## src/rtl/exc_sequencer_if.sv

```systemverilog
// Exception sequencer bus interface.
// Groups the commit-stage inputs (wb_*), the interrupt indication, the CP0 inputs, the CP0
// commit port, the pipeline flush/busy outputs and the fetch-redirect handshake.
// Modports:
//   master - environment side: drives wb_*, int_sig, cp0_*, redir_ready; observes the rest.
//   slave  - sequencer side: the inverse of master.
interface exc_sequencer_if;
  // Commit stage
  logic        wb_valid;
  logic        wb_exc;
  logic        wb_eret;
  logic        wb_bd;
  logic [4:0]  wb_exccode;
  logic [31:0] wb_pc;
  logic [31:0] wb_badvaddr;
  // CP0 inputs
  logic        int_sig;
  logic [31:0] cp0_status;
  logic [31:0] cp0_epc;
  // CP0 commit port
  logic        commit_exc;
  logic        commit_eret;
  logic        commit_bd;
  logic [4:0]  commit_code;
  logic [31:0] commit_epc;
  logic [31:0] commit_bvaddr;
  // Pipeline control
  logic        flush;
  logic        busy;
  // Fetch redirect
  logic        redir_valid;
  logic [31:0] redir_pc;
  logic        redir_ready;

  modport master (
    output wb_valid, wb_exc, wb_eret, wb_bd, wb_exccode, wb_pc, wb_badvaddr,
    output int_sig, cp0_status, cp0_epc, redir_ready,
    input  commit_exc, commit_eret, commit_bd, commit_code, commit_epc, commit_bvaddr,
    input  flush, busy, redir_valid, redir_pc
  );

  modport slave (
    input  wb_valid, wb_exc, wb_eret, wb_bd, wb_exccode, wb_pc, wb_badvaddr,
    input  int_sig, cp0_status, cp0_epc, redir_ready,
    output commit_exc, commit_eret, commit_bd, commit_code, commit_epc, commit_bvaddr,
    output flush, busy, redir_valid, redir_pc
  );
endinterface

```

## src/rtl/exc_sequencer.sv

```systemverilog
// Exception / ERET sequencer.
// Captures an exception, interrupt or ERET at the commit stage, pulses the CP0 commit port for
// one cycle, holds the pipeline flush for FLUSH_CYCLES further cycles, then presents a fetch
// redirect until it is accepted.
// Parameters:
//   FLUSH_CYCLES - extra flush cycles after the commit cycle (0..15).
// Ports:
//   clk    - clock, all state on rising edge.
//   resetn - asynchronous active-low reset.
//   bus_io - exc_sequencer_if.slave: wb_*/int_sig/cp0_* in, commit_*/flush/busy/redir_* out,
//            redir_ready in.
// Build option:
//   EXC_SEQ_IRQ_EN - when defined, int_sig raises an interrupt (highest priority, code 0);
//                    when undefined, int_sig is ignored.
module exc_sequencer #(
  parameter int unsigned FLUSH_CYCLES = 2
) (
  input logic            clk,
  input logic            resetn,
  exc_sequencer_if.slave bus_io
);

`ifdef EXC_SEQ_IRQ_EN
  localparam logic IrqEn = 1'b1;
`else
  localparam logic IrqEn = 1'b0;
`endif

  localparam logic [31:0] VecBev1   = 32'hBFC0_0380;
  localparam logic [31:0] VecBev0   = 32'h8000_0180;
  localparam int unsigned StatusBev = 22;
  // Counter value on the last drain cycle; unused when FLUSH_CYCLES is 0.
  localparam logic [3:0]  DrainLast = (FLUSH_CYCLES == 0) ? 4'd0 : 4'(FLUSH_CYCLES - 1);

  typedef enum logic [1:0] {
    StIdle,
    StCommit,
    StDrain,
    StRedirect
  } state_e;

  state_e      state_q, state_d;
  logic [3:0]  cnt_q, cnt_d;

  logic [4:0]  code_q, code_d;
  logic        bd_q, bd_d;
  logic        eret_q, eret_d;
  logic [31:0] epc_q, epc_d;
  logic [31:0] bvaddr_q, bvaddr_d;
  logic [31:0] redir_pc_q, redir_pc_d;

  logic        irq;
  logic        evt;
  logic        capture;
  logic        commit_exc;
  logic        commit_eret;
  logic        flush;
  logic        redir_valid;

  assign irq = bus_io.int_sig & IrqEn;
  assign evt = bus_io.wb_valid & (irq | bus_io.wb_exc | bus_io.wb_eret);

  // Cause decode; only latched on the capture cycle.
  // Priority irq > exception > ERET; losing causes are dropped.
  always_comb begin
    code_d   = irq ? 5'd0 : bus_io.wb_exccode;
    eret_d   = ~irq & ~bus_io.wb_exc & bus_io.wb_eret;
    bd_d     = bus_io.wb_bd;
    // Delay-slot instructions report the branch PC; wraps modulo 2^32.
    epc_d    = bus_io.wb_bd ? (bus_io.wb_pc - 32'd4) : bus_io.wb_pc;
    bvaddr_d = bus_io.wb_badvaddr;
    if (eret_d) begin
      redir_pc_d = bus_io.cp0_epc;
    end else if (bus_io.cp0_status[StatusBev]) begin
      redir_pc_d = VecBev1;
    end else begin
      redir_pc_d = VecBev0;
    end
  end

  // Next state and decoded outputs.
  always_comb begin
    state_d     = state_q;
    cnt_d       = cnt_q;
    capture     = 1'b0;
    commit_exc  = 1'b0;
    commit_eret = 1'b0;
    flush       = 1'b0;
    redir_valid = 1'b0;

    unique case (state_q)
      StIdle: begin
        if (evt) begin
          capture = 1'b1;
          state_d = StCommit;
        end
      end
      StCommit: begin
        commit_exc  = 1'b1;
        commit_eret = eret_q;
        flush       = 1'b1;
        cnt_d       = 4'd0;
        state_d     = (FLUSH_CYCLES == 0) ? StRedirect : StDrain;
      end
      StDrain: begin
        flush = 1'b1;
        if (cnt_q == DrainLast) begin
          cnt_d   = 4'd0;
          state_d = StRedirect;
        end else begin
          cnt_d = cnt_q + 4'd1;
        end
      end
      StRedirect: begin
        redir_valid = 1'b1;
        if (bus_io.redir_ready) begin
          state_d = StIdle;
        end
      end
      default: begin
        state_d = StIdle;
        cnt_d   = 4'd0;
      end
    endcase
  end

  always_ff @(posedge clk or negedge resetn) begin
    if (!resetn) begin
      state_q <= StIdle;
      cnt_q   <= 4'd0;
    end else begin
      state_q <= state_d;
      cnt_q   <= cnt_d;
    end
  end

  // Captured fields hold until the next capture; cleared by reset.
  always_ff @(posedge clk or negedge resetn) begin
    if (!resetn) begin
      code_q     <= 5'd0;
      bd_q       <= 1'b0;
      eret_q     <= 1'b0;
      epc_q      <= 32'd0;
      bvaddr_q   <= 32'd0;
      redir_pc_q <= 32'd0;
    end else if (capture) begin
      code_q     <= code_d;
      bd_q       <= bd_d;
      eret_q     <= eret_d;
      epc_q      <= epc_d;
      bvaddr_q   <= bvaddr_d;
      redir_pc_q <= redir_pc_d;
    end
  end

  assign bus_io.commit_exc    = commit_exc;
  assign bus_io.commit_eret   = commit_eret;
  assign bus_io.commit_bd     = bd_q;
  assign bus_io.commit_code   = code_q;
  assign bus_io.commit_epc    = epc_q;
  assign bus_io.commit_bvaddr = bvaddr_q;
  assign bus_io.flush         = flush;
  assign bus_io.busy          = (state_q != StIdle);
  assign bus_io.redir_valid   = redir_valid;
  assign bus_io.redir_pc      = redir_pc_q;

endmodule

```

## src/flat_wrapper.sv

```systemverilog
// flat-port wrapper written by rule: the top's interface ports become plain ports
module exc_sequencer_flat 
#(
  parameter int unsigned FLUSH_CYCLES = 2
)
  (clk, resetn, bus_io_wb_valid, bus_io_wb_exc, bus_io_wb_eret, bus_io_wb_bd, bus_io_wb_exccode, bus_io_wb_pc, bus_io_wb_badvaddr, bus_io_int_sig, bus_io_cp0_status, bus_io_cp0_epc, bus_io_redir_ready, bus_io_commit_exc, bus_io_commit_eret, bus_io_commit_bd, bus_io_commit_code, bus_io_commit_epc, bus_io_commit_bvaddr, bus_io_flush, bus_io_busy, bus_io_redir_valid, bus_io_redir_pc);
  exc_sequencer_if bus_io_i ();
  input logic clk;
  input logic resetn;
  input wire logic [$bits(bus_io_i.wb_valid)-1:0] bus_io_wb_valid;
  input wire logic [$bits(bus_io_i.wb_exc)-1:0] bus_io_wb_exc;
  input wire logic [$bits(bus_io_i.wb_eret)-1:0] bus_io_wb_eret;
  input wire logic [$bits(bus_io_i.wb_bd)-1:0] bus_io_wb_bd;
  input wire logic [$bits(bus_io_i.wb_exccode)-1:0] bus_io_wb_exccode;
  input wire logic [$bits(bus_io_i.wb_pc)-1:0] bus_io_wb_pc;
  input wire logic [$bits(bus_io_i.wb_badvaddr)-1:0] bus_io_wb_badvaddr;
  input wire logic [$bits(bus_io_i.int_sig)-1:0] bus_io_int_sig;
  input wire logic [$bits(bus_io_i.cp0_status)-1:0] bus_io_cp0_status;
  input wire logic [$bits(bus_io_i.cp0_epc)-1:0] bus_io_cp0_epc;
  input wire logic [$bits(bus_io_i.redir_ready)-1:0] bus_io_redir_ready;
  output wire logic [$bits(bus_io_i.commit_exc)-1:0] bus_io_commit_exc;
  output wire logic [$bits(bus_io_i.commit_eret)-1:0] bus_io_commit_eret;
  output wire logic [$bits(bus_io_i.commit_bd)-1:0] bus_io_commit_bd;
  output wire logic [$bits(bus_io_i.commit_code)-1:0] bus_io_commit_code;
  output wire logic [$bits(bus_io_i.commit_epc)-1:0] bus_io_commit_epc;
  output wire logic [$bits(bus_io_i.commit_bvaddr)-1:0] bus_io_commit_bvaddr;
  output wire logic [$bits(bus_io_i.flush)-1:0] bus_io_flush;
  output wire logic [$bits(bus_io_i.busy)-1:0] bus_io_busy;
  output wire logic [$bits(bus_io_i.redir_valid)-1:0] bus_io_redir_valid;
  output wire logic [$bits(bus_io_i.redir_pc)-1:0] bus_io_redir_pc;
  assign bus_io_i.wb_valid = bus_io_wb_valid;
  assign bus_io_i.wb_exc = bus_io_wb_exc;
  assign bus_io_i.wb_eret = bus_io_wb_eret;
  assign bus_io_i.wb_bd = bus_io_wb_bd;
  assign bus_io_i.wb_exccode = bus_io_wb_exccode;
  assign bus_io_i.wb_pc = bus_io_wb_pc;
  assign bus_io_i.wb_badvaddr = bus_io_wb_badvaddr;
  assign bus_io_i.int_sig = bus_io_int_sig;
  assign bus_io_i.cp0_status = bus_io_cp0_status;
  assign bus_io_i.cp0_epc = bus_io_cp0_epc;
  assign bus_io_i.redir_ready = bus_io_redir_ready;
  assign bus_io_commit_exc = bus_io_i.commit_exc;
  assign bus_io_commit_eret = bus_io_i.commit_eret;
  assign bus_io_commit_bd = bus_io_i.commit_bd;
  assign bus_io_commit_code = bus_io_i.commit_code;
  assign bus_io_commit_epc = bus_io_i.commit_epc;
  assign bus_io_commit_bvaddr = bus_io_i.commit_bvaddr;
  assign bus_io_flush = bus_io_i.flush;
  assign bus_io_busy = bus_io_i.busy;
  assign bus_io_redir_valid = bus_io_i.redir_valid;
  assign bus_io_redir_pc = bus_io_i.redir_pc;
  exc_sequencer #(.FLUSH_CYCLES(FLUSH_CYCLES)) u_core (.clk(clk), .resetn(resetn), .bus_io(bus_io_i));
endmodule
```

## config.mk

```make
export PLATFORM = sky130hd
export DESIGN_NAME = exc_sequencer_flat
export DESIGN_NICKNAME = d
export VERILOG_FILES = /design/src/rtl/exc_sequencer_if.sv /design/src/rtl/exc_sequencer.sv /design/src/flat_wrapper.sv
export SDC_FILE = /design/constraint.sdc
export NUM_CORES = 1
export LEC_CHECK = 0
export BUFFER_PORTS_ARGS = -buffer_cell sky130_fd_sc_hd__buf_4
export CORE_ASPECT_RATIO = 0.9
export CORE_UTILIZATION = 40
export CTS_BUF_LIST = sky130_fd_sc_hd__clkbuf_16
export DETAILED_ROUTE_END_ITERATION = 12
export PLACE_DENSITY = 0.74
export RECOVER_POWER = 100
export SYNTH_ARGS = -nofsm -noshare
export SYNTH_HDL_FRONTEND = slang
export SYNTH_SLANG_ARGS = --single-unit
```

## constraint.sdc

```tcl
create_clock -name clk -period 1.88 [get_ports clk]
set_input_delay 0.094 -clock clk [delete_from_list [all_inputs] [get_ports clk]]
set_output_delay 0.094 -clock clk [all_outputs]
set_load 0.03 [all_outputs]
```

==> impl_metrics.tcl <==
set metrics [dict create \
    worst_pin_slew_ns 0.9870 \
    fin_total_pwr_mw 11.03 \
    core_region_area_um2 11670 \
    hold_class "input pin to register" \
    seqPwrFrac_pct 36.0 \
    drc_errors 0 \
    grt_overflow 0 \
    cts_setup_buffers 0 \
    syn_inst 547 \
    htree_levels 3 \
    syn_area_um2 4901 \
    clock_latency_ns 0.35 \
    fin_skew_ns 0.004971 \
    n_antenna_cell 0 \
    cp.arrival_ns 2.06 \
    finalSetupTns_ns 0 \
    layout.cells.most_common_list "nand2_1, buf_4, dfrtp_1" \
    slew_violations 0 \
    status "completed" \
    final_antenna_net_count 0 \
    rsz0062_at_grt "true" \
    seq_area_frac_synth_pct 55.65 \
    num_rows 37 \
    hold_slack_ns 0.009271 \
    gp_congestion 0.8266 \
    numPortBuffers 215 \
    p_int_mw 5.712 \
    layout-drive-gt1-share_pct 21.61 \
    ys_types 36 \
    cts_tree "done" \
    dieArea_um2 12700 \
    ir_drop_v 0.001081 \
    clkSinkCount 109 \
    swShare_pct 48.22 \
    critPathKind "input pin to register" \
    clkPwrFrac_pct 15.5 \
    wl_per_cell_um 14.84 \
    max_cap_viol_count 0 \
    relSlewSlack_pct 34.20 \
    grt_pass1_vias 5003 \
    num_io_pins 248 \
    routed-via-count 5007 \
    preCtsSetupSlack_ns -0.2747 \
    final_common_cell "nand2_1" \
    critPathCaptureType "register" \
    combPwrFrac_pct 48.5 \
    grt_max_degree 66 \
    fmax_mhz 557.2 \
    ys_ff_latch 109 \
    die_w_um 118.7 \
    grt_pass1_wl_mm 23.88 \
    nNetsFinal 991 \
    drtIter0Drc 287 \
    period_share_pct 95.46 \
    start_kind "input pin" \
    antenna_found_initial 0 \
    r2r_slack_ns 0.11 \
    cts_buffers 9 \
    cp_max_fo 25 \
    dr.pass1.iters 5 \
    switching_power_mw 5.320 \
    cts_buffer_depth 2 \
    yosys_warnings 0 \
    avgSynthCellArea_um2 8.960 \
    syn_nets 695 \
    initial_core_util_pct 42.01 \
    totalWireLength_mm 14.88 \
    clkTransAtPathRegs_ns 0.07 \
    dp_hpwl_mm 10.21 \
    power_per_cell_area_nw_per_um2 1478 \
    root_buffer "clkbuf_16" \
    via_per_inst 4.992 \
    p_leak_nw 3.572 \
    fin_crit_ns 1.795 \
    setup_ws_ns 0.08527 \
    setup_viol 0 \
    critical_path_required_ns 2.14 \
    finalHoldViolations 0 \
    grt_usage_pct 23.82 \
    die_y_um 107.0 \
    area_delta_synth_final_pct 52.28 \
]
[critical path: stages]
cell and delay [ns]:
buf_4 0.12, or4_4 0.53, or4_4 0.57, or4_1 0.55
a31oi_1 0.19
[metal layers]
layer,up-vias,wire length [um],global-route usage [%]
met4,0,153,6.600
met2,180,7387,42.27
met5,-,0,0
met3,16,1024,7.340
met1,2376,6316,27.83
li1,2435,-,-
[stage by stage]
step	util, %	instance area [um2]	instances
2_1_floorplan	-	4937	547
3_3_place_gp	59.79	6975	926
3_5_place_dp	59.79	6975	926
4_1_cts	67.24	7844	1002
5_1_grt	63.97	7463	1003
6_report	63.97	7463	1003
[sequential cells by signal (all words and copies together) (netlist names)]
signal,cells
u_core.bus_io.commit_code,5
u_core.eret_q,1
u_core.bus_io.commit_epc,32
u_core.bus_io.redir_pc,32
u_core.state_q,2
u_core.cnt_q,4
u_core.bus_io.commit_bvaddr,32
u_core.bus_io.commit_bd,1
[final timing paths]
check / startpoint / endpoint / depth (start not counted)
max: bus_io_wb_pc[15] / u_core.bus_io.commit_epc[21]$_DFFE_PN0P_ / 5
min: bus_io_cp0_epc[7] / u_core.bus_io.redir_pc[7]$_DFFE_PN0P_ / 3
max reg2reg: u_core.cnt_q[1]$_DFFE_PN0P_ / u_core.state_q[1]$_DFFE_PN0P_ / 6
min reg2reg: u_core.bus_io.redir_pc[17]$_DFFE_PN0P_ / u_core.bus_io.redir_pc[17]$_DFFE_PN0P_ / 2
max in group asynchronous: resetn / u_core.bus_io.redir_pc[16]$_DFFE_PN0P_ / 3
min in group asynchronous: resetn / u_core.bus_io.redir_pc[10]$_DFFE_PN0P_ / 2
[what timing repair did]
action,in CTS,in global routing
hold buffers,61,0
endpoints found under the hold margin,95,0
resized for setup,0,1
setup endpoints to repair,0,3
[power groups by stage]
stage	logic, mW	registers, mW	clock network [mW]
floorplan	1.56	5.94	0
global placement	5.96	3.99	0
detailed placement	6.08	4.03	0
CTS	6.19	3.99	1.76
global route	5.79	4.10	1.83
finish	5.35	3.97	1.71
[cells by family (layout without fill, tap and decap cells)]
logic type	Yosys count	in the layout	share of synthesized area, %
adders and majority gates	7	7	1.787
muxes	4	4	0.8425
xor gates and xnor gates	11	11	1.966
and+or+nand+nor	296	296	26.98
DFF	109	109	55.65
buffers and inverters	43	342	3.344
AOI/OAI and AO/OA	77	78	9.421
[final cells by class]
cell class,count,area [um2]
inverter,8,30.03
tap,156,195.2
timing repair buffer,319,2202
fill,1041,4203
clock buffer,9,225.2
multi-input combinational,396,2051
sequential,109,2728
clock inverter,6,32.53
[synthesized netlist by cell type]
cell,instances,area (um2)
and2_1,3,18.77
xnor2_1,9,78.83
mux2i_1,3,30.03
or4_1,20,150.1
nand2_1,195,732.0
buf_2,2,10.01
nor3b_1,1,7.510
o22ai_1,1,6.260
inv_1,8,30.03
or3_1,9,56.30
or4b_2,1,10.01
or4b_1,2,20.02
dfrtp_1,109,2728
and3_1,1,6.260
o211ai_1,1,7.510
mux2_2,1,11.26
or2_2,7,43.79
a21oi_1,9,45.04
ha_1,7,87.58
nand3_1,20,100.1
o21ai_0,31,155.2
o2bb2ai_1,1,8.760
xor2_1,2,17.52
nor3_1,5,25.02
o41ai_1,1,8.760
buf_1,1,3.750
nor2b_1,1,6.260
a31oi_1,17,106.4
clkbuf_1,32,120.1
nor2_1,21,78.83
o211a_1,1,10.01
nand2b_1,5,31.28
or4bb_1,1,11.26
nor4_1,4,25.02
a221oi_1,1,8.760
o31ai_1,14,105.1
(Power assumes the default switching activity.)
